File: config.mk
export PLATFORM = sky130hd
export DESIGN_NAME = uart_rx_periph
export DESIGN_NICKNAME = d
export VERILOG_FILES = /design/src/rtl/uart_pkg.sv /design/src/rtl/uart_baud_tick.sv /design/src/rtl/uart_rx_periph.sv
export SDC_FILE = /design/constraint.sdc
export NUM_CORES = 1
export LEC_CHECK = 0
export ABC_AREA = 1
export BUFFER_PORTS_ARGS = -buffer_cell sky130_fd_sc_hd__buf_2
export CORE_ASPECT_RATIO = 1.5
export CORE_UTILIZATION = 35
export DETAILED_ROUTE_END_ITERATION = 6
export PLACE_DENSITY = 0.69
export SLEW_MARGIN = 20
export SYNTH_ARGS = -nofsm -noshare
export SYNTH_HDL_FRONTEND = slang
export SYNTH_SLANG_ARGS = --single-unit
File: constraint.sdc
create_clock -name clk -period 1.7 [get_ports clk]
set_input_delay 0.085 -clock clk [delete_from_list [all_inputs] [get_ports clk]]
set_output_delay 0.085 -clock clk [all_outputs]
set_load 0.02 [all_outputs]
File: src/rtl/uart_pkg.sv
// -----------------------------------------------------------------------------
// uart_pkg
// Shared definitions for the memory-mapped UART receiver peripheral:
//   - CPU I/O-space addresses of the UART registers
//   - UART_CON bit positions owned by the receiver
//   - receiver FSM state encoding
//   - oversampling divisor helper
// -----------------------------------------------------------------------------
package uart_pkg;

    localparam logic [31:0] UART_TXD = 32'h4000_0018;
    localparam logic [31:0] UART_RXD = 32'h4000_001C;
    localparam logic [31:0] UART_CON = 32'h4000_0020;

    localparam int CON_RX_INT_EN = 1;
    localparam int CON_RX_VALID  = 3;
    localparam int CON_FRAME_ERR = 4;
    localparam int CON_OVERRUN   = 5;

    typedef enum logic [1:0] {
        IDLE  = 2'd0,
        START = 2'd1,
        DATA  = 2'd2,
        STOP  = 2'd3
    } rx_state_t;

    // Clocks per 16x oversampling tick, floored and never below one.
    function automatic int calc_div(input int clk_freq, input int baud);
        int d;
        d = clk_freq / (baud * 16);
        return (d < 1) ? 1 : d;
    endfunction

endpackage

File: src/rtl/uart_baud_tick.sv
// -----------------------------------------------------------------------------
// uart_baud_tick
// Generates a one-clock pulse every DIV clocks (16x the line rate) while en is
// high. The count is held at zero whenever en is low, so every new frame
// starts from a fresh tick phase.
// Ports:
//   clk   in  system clock
//   reset in  asynchronous active-low reset
//   en    in  tick enable (receiver busy)
//   tick  out 16x oversampling pulse
// -----------------------------------------------------------------------------
module uart_baud_tick
    import uart_pkg::*;
#(
    parameter int CLK_FREQ = 50_000_000,
    parameter int BAUD     = 9600
) (
    input  logic clk,
    input  logic reset,
    input  logic en,
    output logic tick
);

    localparam int DIV = calc_div(CLK_FREQ, BAUD);
    localparam int CW  = (DIV > 1) ? $clog2(DIV) : 1;
    localparam logic [CW-1:0] LAST = CW'(DIV - 1);

    logic [CW-1:0] r_cnt;

    // Divider counter, cleared while disabled so it restarts when en falls.
    always_ff @(posedge clk or negedge reset) begin
        if (!reset) begin
            r_cnt <= {CW{1'b0}};
        end else if (!en) begin
            r_cnt <= {CW{1'b0}};
        end else if (r_cnt == LAST) begin
            r_cnt <= {CW{1'b0}};
        end else begin
            r_cnt <= r_cnt + CW'(1);
        end
    end

    assign tick = en && (r_cnt == LAST);

endmodule

File: src/rtl/uart_rx_periph.sv
// -----------------------------------------------------------------------------
// uart_rx_periph
// Memory-mapped 8N1 UART receiver for the MIPS I/O space.
//   UART_RXD (0x4000_001C) RO : {24'b0, rx_data}; reading clears rx_valid
//   UART_CON (0x4000_0020) RW : bit1 rx_int_en, bit3 rx_valid (RO),
//                               bit4 frame_err (W1C), bit5 overrun (W1C)
// Ports:
//   clk, reset (async active-low), uart_rxd (async serial in, idles high),
//   addr/rd/wr/wdata (CPU bus), rdata (combinational read data),
//   irq (rx_valid & rx_int_en)
// -----------------------------------------------------------------------------
module uart_rx_periph
    import uart_pkg::*;
#(
    parameter int CLK_FREQ = 50_000_000,
    parameter int BAUD     = 9600
) (
    input  logic        clk,
    input  logic        reset,
    input  logic        uart_rxd,
    input  logic [31:0] addr,
    input  logic        rd,
    input  logic        wr,
    input  logic [31:0] wdata,
    output logic [31:0] rdata,
    output logic        irq
);

    logic [1:0] r_sync;
    rx_state_t  r_state;
    logic [3:0] r_tick_cnt;
    logic [2:0] r_bit_idx;
    logic [7:0] r_shift;
    logic [7:0] r_rx_data;
    logic       r_rx_valid;
    logic       r_frame_err;
    logic       r_overrun;
    logic       r_rx_int_en;

    logic w_line;
    logic w_tick;
    logic w_tick_en;
    logic w_stop_sample;
    logic w_byte_ok;
    logic w_byte_bad;
    logic w_rd_rxd;
    logic w_wr_con;
    logic w_ovr_set;
    logic w_unused;

    assign w_line    = r_sync[1];
    assign w_tick_en = (r_state != IDLE);

    uart_baud_tick #(
        .CLK_FREQ (CLK_FREQ),
        .BAUD     (BAUD)
    ) u_tick (
        .clk   (clk),
        .reset (reset),
        .en    (w_tick_en),
        .tick  (w_tick)
    );

    // Two-flop synchroniser; resets to the idle-high line level.
    always_ff @(posedge clk or negedge reset) begin
        if (!reset) begin
            r_sync <= 2'b11;
        end else begin
            r_sync <= {r_sync[0], uart_rxd};
        end
    end

    // Receive FSM: start detect, mid-bit sampling of 8 data bits, stop bit.
    always_ff @(posedge clk or negedge reset) begin
        if (!reset) begin
            r_state    <= IDLE;
            r_tick_cnt <= 4'd0;
            r_bit_idx  <= 3'd0;
            r_shift    <= 8'd0;
        end else begin
            case (r_state)
                IDLE: begin
                    if (!w_line) begin
                        r_state    <= START;
                        r_tick_cnt <= 4'd0;
                    end
                end
                START: begin
                    if (w_tick) begin
                        if (r_tick_cnt == 4'd7) begin
                            r_tick_cnt <= 4'd0;
                            // Still low at mid start bit: real frame; else glitch.
                            if (!w_line) begin
                                r_state   <= DATA;
                                r_bit_idx <= 3'd0;
                            end else begin
                                r_state <= IDLE;
                            end
                        end else begin
                            r_tick_cnt <= r_tick_cnt + 4'd1;
                        end
                    end
                end
                DATA: begin
                    if (w_tick) begin
                        if (r_tick_cnt == 4'd15) begin
                            r_tick_cnt <= 4'd0;
                            r_shift    <= {w_line, r_shift[7:1]};
                            if (r_bit_idx == 3'd7) begin
                                r_state <= STOP;
                            end else begin
                                r_bit_idx <= r_bit_idx + 3'd1;
                            end
                        end else begin
                            r_tick_cnt <= r_tick_cnt + 4'd1;
                        end
                    end
                end
                STOP: begin
                    if (w_tick) begin
                        if (r_tick_cnt == 4'd15) begin
                            // Leave at mid stop bit so a prompt next start is caught.
                            r_tick_cnt <= 4'd0;
                            r_state    <= IDLE;
                        end else begin
                            r_tick_cnt <= r_tick_cnt + 4'd1;
                        end
                    end
                end
                default: begin
                    r_state    <= IDLE;
                    r_tick_cnt <= 4'd0;
                end
            endcase
        end
    end

    assign w_stop_sample = (r_state == STOP) && w_tick && (r_tick_cnt == 4'd15);
    assign w_byte_ok     = w_stop_sample && w_line;
    assign w_byte_bad    = w_stop_sample && !w_line;
    assign w_rd_rxd      = rd && (addr == UART_RXD);
    assign w_wr_con      = wr && (addr == UART_CON);
    // A byte landing while the old one is being read is a hand-off, not an overrun.
    assign w_ovr_set     = w_byte_ok && r_rx_valid && !w_rd_rxd;

    // CPU-visible data and status registers; hardware set beats W1C.
    always_ff @(posedge clk or negedge reset) begin
        if (!reset) begin
            r_rx_data   <= 8'd0;
            r_rx_valid  <= 1'b0;
            r_frame_err <= 1'b0;
            r_overrun   <= 1'b0;
            r_rx_int_en <= 1'b0;
        end else begin
            if (w_wr_con) begin
                r_rx_int_en <= wdata[CON_RX_INT_EN];
            end

            if (w_byte_ok) begin
                r_rx_data  <= r_shift;
                r_rx_valid <= 1'b1;
            end else if (w_rd_rxd) begin
                r_rx_valid <= 1'b0;
            end

            if (w_byte_bad) begin
                r_frame_err <= 1'b1;
            end else if (w_wr_con && wdata[CON_FRAME_ERR]) begin
                r_frame_err <= 1'b0;
            end

            if (w_ovr_set) begin
                r_overrun <= 1'b1;
            end else if (w_wr_con && wdata[CON_OVERRUN]) begin
                r_overrun <= 1'b0;
            end
        end
    end

    // Read mux; bits 0 and 2 of UART_CON belong to the TX block and read 0 here.
    always_comb begin
        rdata = 32'h0000_0000;
        if (rd) begin
            if (addr == UART_RXD) begin
                rdata = {24'h00_0000, r_rx_data};
            end else if (addr == UART_CON) begin
                rdata = {26'd0, r_overrun, r_frame_err, r_rx_valid,
                         1'b0, r_rx_int_en, 1'b0};
            end else begin
                rdata = 32'h0000_0000;
            end
        end else begin
            rdata = 32'h0000_0000;
        end
    end

    assign irq = r_rx_valid && r_rx_int_en;

    assign w_unused = ^{wdata[31:6], wdata[3:2], wdata[0]};

endmodule

**After elaboration in Yosys (flattened, before gate mapping)**

Index checks and enable logic that the tools add are counted.

- Flip-flop bits (word level): 40
- Logic and storage cells: 93
- Output and inout bits: 33
- Input bits: 69

- Muxes and demuxes: 34
- Equality and inequality tests: 20
- Reduce and logical (&&, ||, !) cells: 25
- Add/subtract/negate cells: 3

Operators by type and width:

| cell | count |
|---|---|
| $eq 32x31->1 const B | 2 |
| $mux 32 | 2 |
| $mux 4 | 5 |
| $ne 2x2->1 const B | 10 |
| $mux 2 | 9 |
| $mux 3 | 6 |
| $mux 9 | 2 |
| $logic_and 1x1->1 | 12 |
| $pmux 4 s3 | 1 |
| $reduce_bool 2->1 | 5 |
| $add 9x1->9 const B | 1 |
| $eq 9x9->1 const B | 1 |
| $pmux 2 s4 | 1 |
| $reduce_and 8->1 | 1 |
| $reduce_and 7->1 | 1 |
| $mux 1 | 6 |
| $mux 6 | 1 |
| $pmux 3 s2 | 1 |
| $reduce_and 3->1 | 2 |
| $add 4x1->4 const B | 1 |
| $eq 2x2->1 const B | 2 |
| $eq 4x3->1 const B | 1 |
| $eq 4x4->1 const B | 1 |
| $add 3x1->3 const B | 1 |
| other kinds (6) | 7 |

**Longest topological paths before layout**

- Depth in word-level cells: 8
- Mapped depth: 10

**By module**

Synthesis repeated with hierarchy kept, for this count alone.

- Cell total of the unflattened synthesis: 308
- Area total of the unflattened synthesis: 2362.3 um2

By module, submodules not included:

| module | cells an instance | area an instance (um2) | times used | sequential area each (um2) |
|---|---|---|---|---|
| uart_rx_periph | 243 | 1869.3 | 1 | 778.2 |
| uart_baud_tick | 65 | 493.0 | 1 | 225.2 |

**Worst setup path before layout**

Ideal clock, no wire load.

- Path kind: register to register
- From: register u_tick.r_cnt[0]
- To: register r_rx_data[0]
- Period minus slack after synthesis: 1.454 ns
- Stages on the path, launching flop included: 10
- Arrival time: 1.337 ns
- Data required time: 1.583 ns
- Library setup time: 0.117 ns
- Slack: 0.246 ns
- Buffers on the path: 0
- Path through: dfrtp_1 inv_1 ha_1 nand4_2 nor2_4 nand3_1 inv_1 nand3_2 nand2_1 nand2_1

- Word-level cells in the longest chain between the ends: 5

RTL lines:

| element | RTL line | source |
|---|---|---|
| start, declared | uart_baud_tick.sv:28 | `logic [CW-1:0] r_cnt;` |
| start signal, assigned | uart_baud_tick.sv:33 | `r_cnt <= {CW{1'b0}};` |
| start signal, assigned | uart_baud_tick.sv:35 | `r_cnt <= {CW{1'b0}};` |
| start signal, assigned | uart_baud_tick.sv:37 | `r_cnt <= {CW{1'b0}};` |
| $eq 9x9->1 | uart_baud_tick.sv:43 | `assign tick = en && (r_cnt == LAST);` |
| $logic_and 1x1->1 | uart_baud_tick.sv:43 |  |
| $logic_and 1x1->1 (2 in a row) | uart_rx_periph.sv:138 | `assign w_stop_sample = (r_state == STOP) && w_tick && (r_tick_cnt == 4'd15);` |
| $logic_and 1x1->1 | uart_rx_periph.sv:139 | `assign w_byte_ok = w_stop_sample && w_line;` |
| end signal, assigned | uart_rx_periph.sv:160 | `r_rx_data <= r_shift;` |
| end, declared | uart_rx_periph.sv:34 | `logic [7:0] r_rx_data;` |

No other way between the ends.
A chain may end at the register's enable or synchronous reset.

**Worst setup path after layout**

- From: register r_tick_cnt[0]
- To: register r_state[0]

- Word-level cells in the longest chain between the ends: 3
- Elaborated cells on any way between the ends: 6
- Classes of those cells: 5 x eq/ne; 1 x reduce/logical

RTL lines:

| element | RTL line | source |
|---|---|---|
| start, declared | uart_rx_periph.sv:31 | `logic [3:0] r_tick_cnt;` |
| start signal, assigned | uart_rx_periph.sv:100 | `r_tick_cnt <= r_tick_cnt + 4'd1;` |
| start signal, assigned | uart_rx_periph.sv:115 | `r_tick_cnt <= r_tick_cnt + 4'd1;` |
| start signal, assigned | uart_rx_periph.sv:126 | `r_tick_cnt <= r_tick_cnt + 4'd1;` |
| $eq 4x4->1 or $eq 4x3->1 (tied branches) | uart_rx_periph.sv:106, uart_rx_periph.sv:121, uart_rx_periph.sv:90 |  |
| $ne 2x2->1 (no source line) | n/a |  |
| $reduce_and 8->1 (no source line) * | n/a |  |
| end signal, assigned | uart_rx_periph.sv:110 | `r_state <= STOP;` |
| end signal, assigned | uart_rx_periph.sv:124 | `r_state <= IDLE;` |
| end signal, assigned | uart_rx_periph.sv:131 | `r_state <= IDLE;` |
| end, declared | uart_rx_periph.sv:30 | `rx_state_t r_state;` |

Mark *: on every way between the ends. The rest lies on a longest branch, timed or not.

==> results.json <==
{
  "clock-skew-final_ns": 0.007036,
  "yosys-top-cells-area": "dfrtp_1 41%, nand2_1 15%, buf_4 7.8%",
  "postRouteWirelength_um": 4541,
  "nNetsFinal": 443,
  "dpl_cell_area_um2": 2589,
  "start_util_pct": 36.03,
  "drt-initial-drc-count": 57,
  "path_cells": "ha_2 -> nand2_1 -> buf_4 -> o21ai_2 -> o21ai_2 -> nor2_2 -> nand3_1 -> and2_1",
  "io_buffers": 48,
  "hold_violations": 0,
  "critPathRequiredTime_ns": 1.89,
  "grt_pass1_wl_um": 7383,
  "core_um2": 6441,
  "cts_buffer_depth": 2,
  "gp_congestion": 0.8619,
  "slew_violations": 0,
  "hold_slack_ns": 0.03088,
  "synthXorXnorAreaFrac_pct": 0.3774,
  "ys_ff_latch": 40,
  "drive_gt1_share_pct": 23.51,
  "remaining_drc_errors": 0,
  "grt_use_total_pct": 14.29,
  "via_per_inst": 4.567,
  "cpMaxStageDelayCell": "dfrtp_1",
  "synth_top_family_by_area": "simple AND/OR/NAND/NOR gates",
  "synth-simple-area-share_pct": 34.02,
  "cts_sinks": 40,
  "fmax_ghz": 0.6389,
  "period_minus_slack_ns": 1.565,
  "cts_htree_levels": 2,
  "cp_max_fo": 4,
  "antenna_found_initial": 0,
  "synth_top_area_share_pct": 40.97,
  "fp.dieH_um": 101.7,
  "setup_tns_ns": 0,
  "root_buffer": "clkbuf_8",
  "yosysTopAreaCell": "dfrtp_1",
  "max_cap_violations": 0,
  "end_kind": "register",
  "worstSetupStartpointType": "register",
  "synth_fa_ha_area_share_pct": 2.695,
  "dr_total_vias": 2037,
  "ys_seq_area_share_pct": 43.23,
  "cts_buffers": 5,
  "synth_mux_area_share_pct": 0,
  "worstSetupPathType": "register to register",
  "crit_family": "simple AND/OR/NAND/NOR gates",
  "netlist-cell-type-count": 27,
  "dp_hpwl_um": 3429,
  "outcome": "finished clean",
  "firstDrtPassIters": 4,
  "crit_top_cell": "o21ai_2",
  "io-pin-count": 102,
  "die-area_um2": 6968,
  "rsz0062_at_grt": "no",
  "grt_max_degree": 41,
  "synthCells": 307,
  "grt_overflow": 0,
  "wl_per_cell_um": 10.18,
  "path_clk_slew_ns": 0.08,
  "vdd_drop_max_mv": 0.4854,
  "fin_util_pct": 42.91,
  "hold_class": "input pin to register",
  "syn_area_um2": 2321,
  "cp.arrival_ns": 1.76,
  "fin_area_um2": 2764,
  "worst-path-buf-inv": 1,
  "synth_warnings": 0,
  "synth-compound-area-share_pct": 5.930,
  "setup_viol": 0,
  "power.leakage_nw": 1.500,
  "num_rows": 36,
  "antennaDiodeCount": 0,
  "area_delta_synth_final_pct": 19.08,
  "crit_path_max_incr_delay_ns": 0.39,
  "power_density_nw_per_um2": 703.2,
  "tightest_slew_ns": 0.5008,
  "detail-route-antenna-nets": 0,
  "avgSynthCellArea_um2": 7.560,
  "fp.dieW_um": 68.49,
  "cts_tree": "yes",
  "max_slew_margin_pct": 66.61,
  "clk_latency_ns": 0.30,
  "post-route-period-util_pct": 92.07,
  "first_global_vias": 1824
}
-- area by class of cell --
cell class	instances	area [um^2]
Tap cell	76	95.09
Inverter	33	123.9
Clock buffer	7	96.34
Sequential cell	40	1003
Timing Repair Buffer	56	305.3
Fill cell	672	3677
Clock inverter	1	30.03
Multi-Input combinational cell	233	1110
-- timing repair --
action	in CTS	in global routing
setup endpoints to repair	0	23
endpoints found under the hold margin	39	0
buffers inserted	0	1
hold buffers	2	0
gates resized for setup	0	5
-- metal layers --
metal  track usage [%]  wire length (um)  up-vias
met5                 0                 0        -
met4             6.731               111        0
met3             3.378               317       10
met2             27.07              2396       73
met1             13.79              1715      919
li1                  -                 -     1035
-- worst min-delay path: stages --
cell and delay (ns):
buf_2 0.08, nand3_1 0.07, nand2_1 0.06
-- layout by cell type (no fill, tap or decap), types with 5 or more instances in the layout --
master / count
dfrtp_1: 38
clkbuf_8: 7
nand2_1: 90
nand3_1: 23
conb_1: 24
inv_1: 29
nor2_1: 43
nor2_4: 5
o21ai_0: 11
buf_4: 6
a21oi_1: 7
buf_2: 48
-- flip-flops by register name, indices dropped and copies added (netlist names), named ones only --
signal and cells:
u_tick.r_cnt 9, r_rx_data 8, r_shift 8, r_tick_cnt 4, r_bit_idx 3, r_sync 2, r_frame_err 1, r_overrun 1
r_rx_int_en 1, r_rx_valid 1, r_state 1
-- cell families after synthesis --
logic type,count (synthesis)
AOI/OAI and AO/OA,23
xor gates and xnor gates,1
adders and majority gates,5
buffers and inverters,58
DFF,40
other,1
and+or+nand+nor,179
-- final timing paths --
| check | from | to | slack (ns) | cells after the start |
|---|---|---|---|---|
| hold / removal | wdata[1] | r_rx_int_en | 0.03 | 3 |
| setup / recovery | r_tick_cnt[0] | r_state[0] | 0.13 | 8 |
| hold reg to reg | r_sync[0] | r_sync[1] | 0.36 | 0 |
| min in group asynchronous | reset | u_tick.r_cnt[6] | 0.36 | 3 |
| setup reg to reg | r_tick_cnt[0] | r_state[0] | 0.13 | 8 |
| max in group asynchronous | reset | r_sync[0] | 0.96 | 3 |
-- report_power, final --
part	total [W]	switching (W)	leakage (nW)	internal (W)
registers	0.000957	0.00000214	0.527	0.000955
logic	0.000135	0.0000912	0.909	0.0000436
clock network	0.000852	0.000334	0.0645	0.000518
-- Yosys cell counts --
library cell / n
nand2_1: 90
nor2_1: 45
dfrtp_1: 38
inv_1: 30
buf_4: 24
nand3_1: 23
o21ai_0: 11
a21oi_1: 7
ha_1: 5
nor2_4: 5
nand2_2: 4
nor3_1: 4
inv_2: 3
nand4_1: 3
dfstp_2: 2
o21ai_2: 2
a21boi_0: 1
a21oi_4: 1
a31oi_1: 1
and2_1: 1
buf_6: 1
conb_1: 1
nand2_4: 1
nand3_2: 1
nand3b_1: 1
nand4_2: 1
xor2_1: 1
-- metrics by stage --
| stage | std cells | worst slack [ns] | power (W) |
|---|---|---|---|
| floorplan | 330 | 0.2464 | 0.001081 |
| global placement | 434 | 0.07762 | 0.001107 |
| detailed placement | 434 | 0.03457 | 0.001108 |
| CTS | 444 | 0.01086 | 0.001965 |
| global route | 446 | 0.004495 | 0.002032 |
| finish | 446 | 0.1348 | 0.001944 |
No activity file was read; power rests on OpenSTA's default activity.
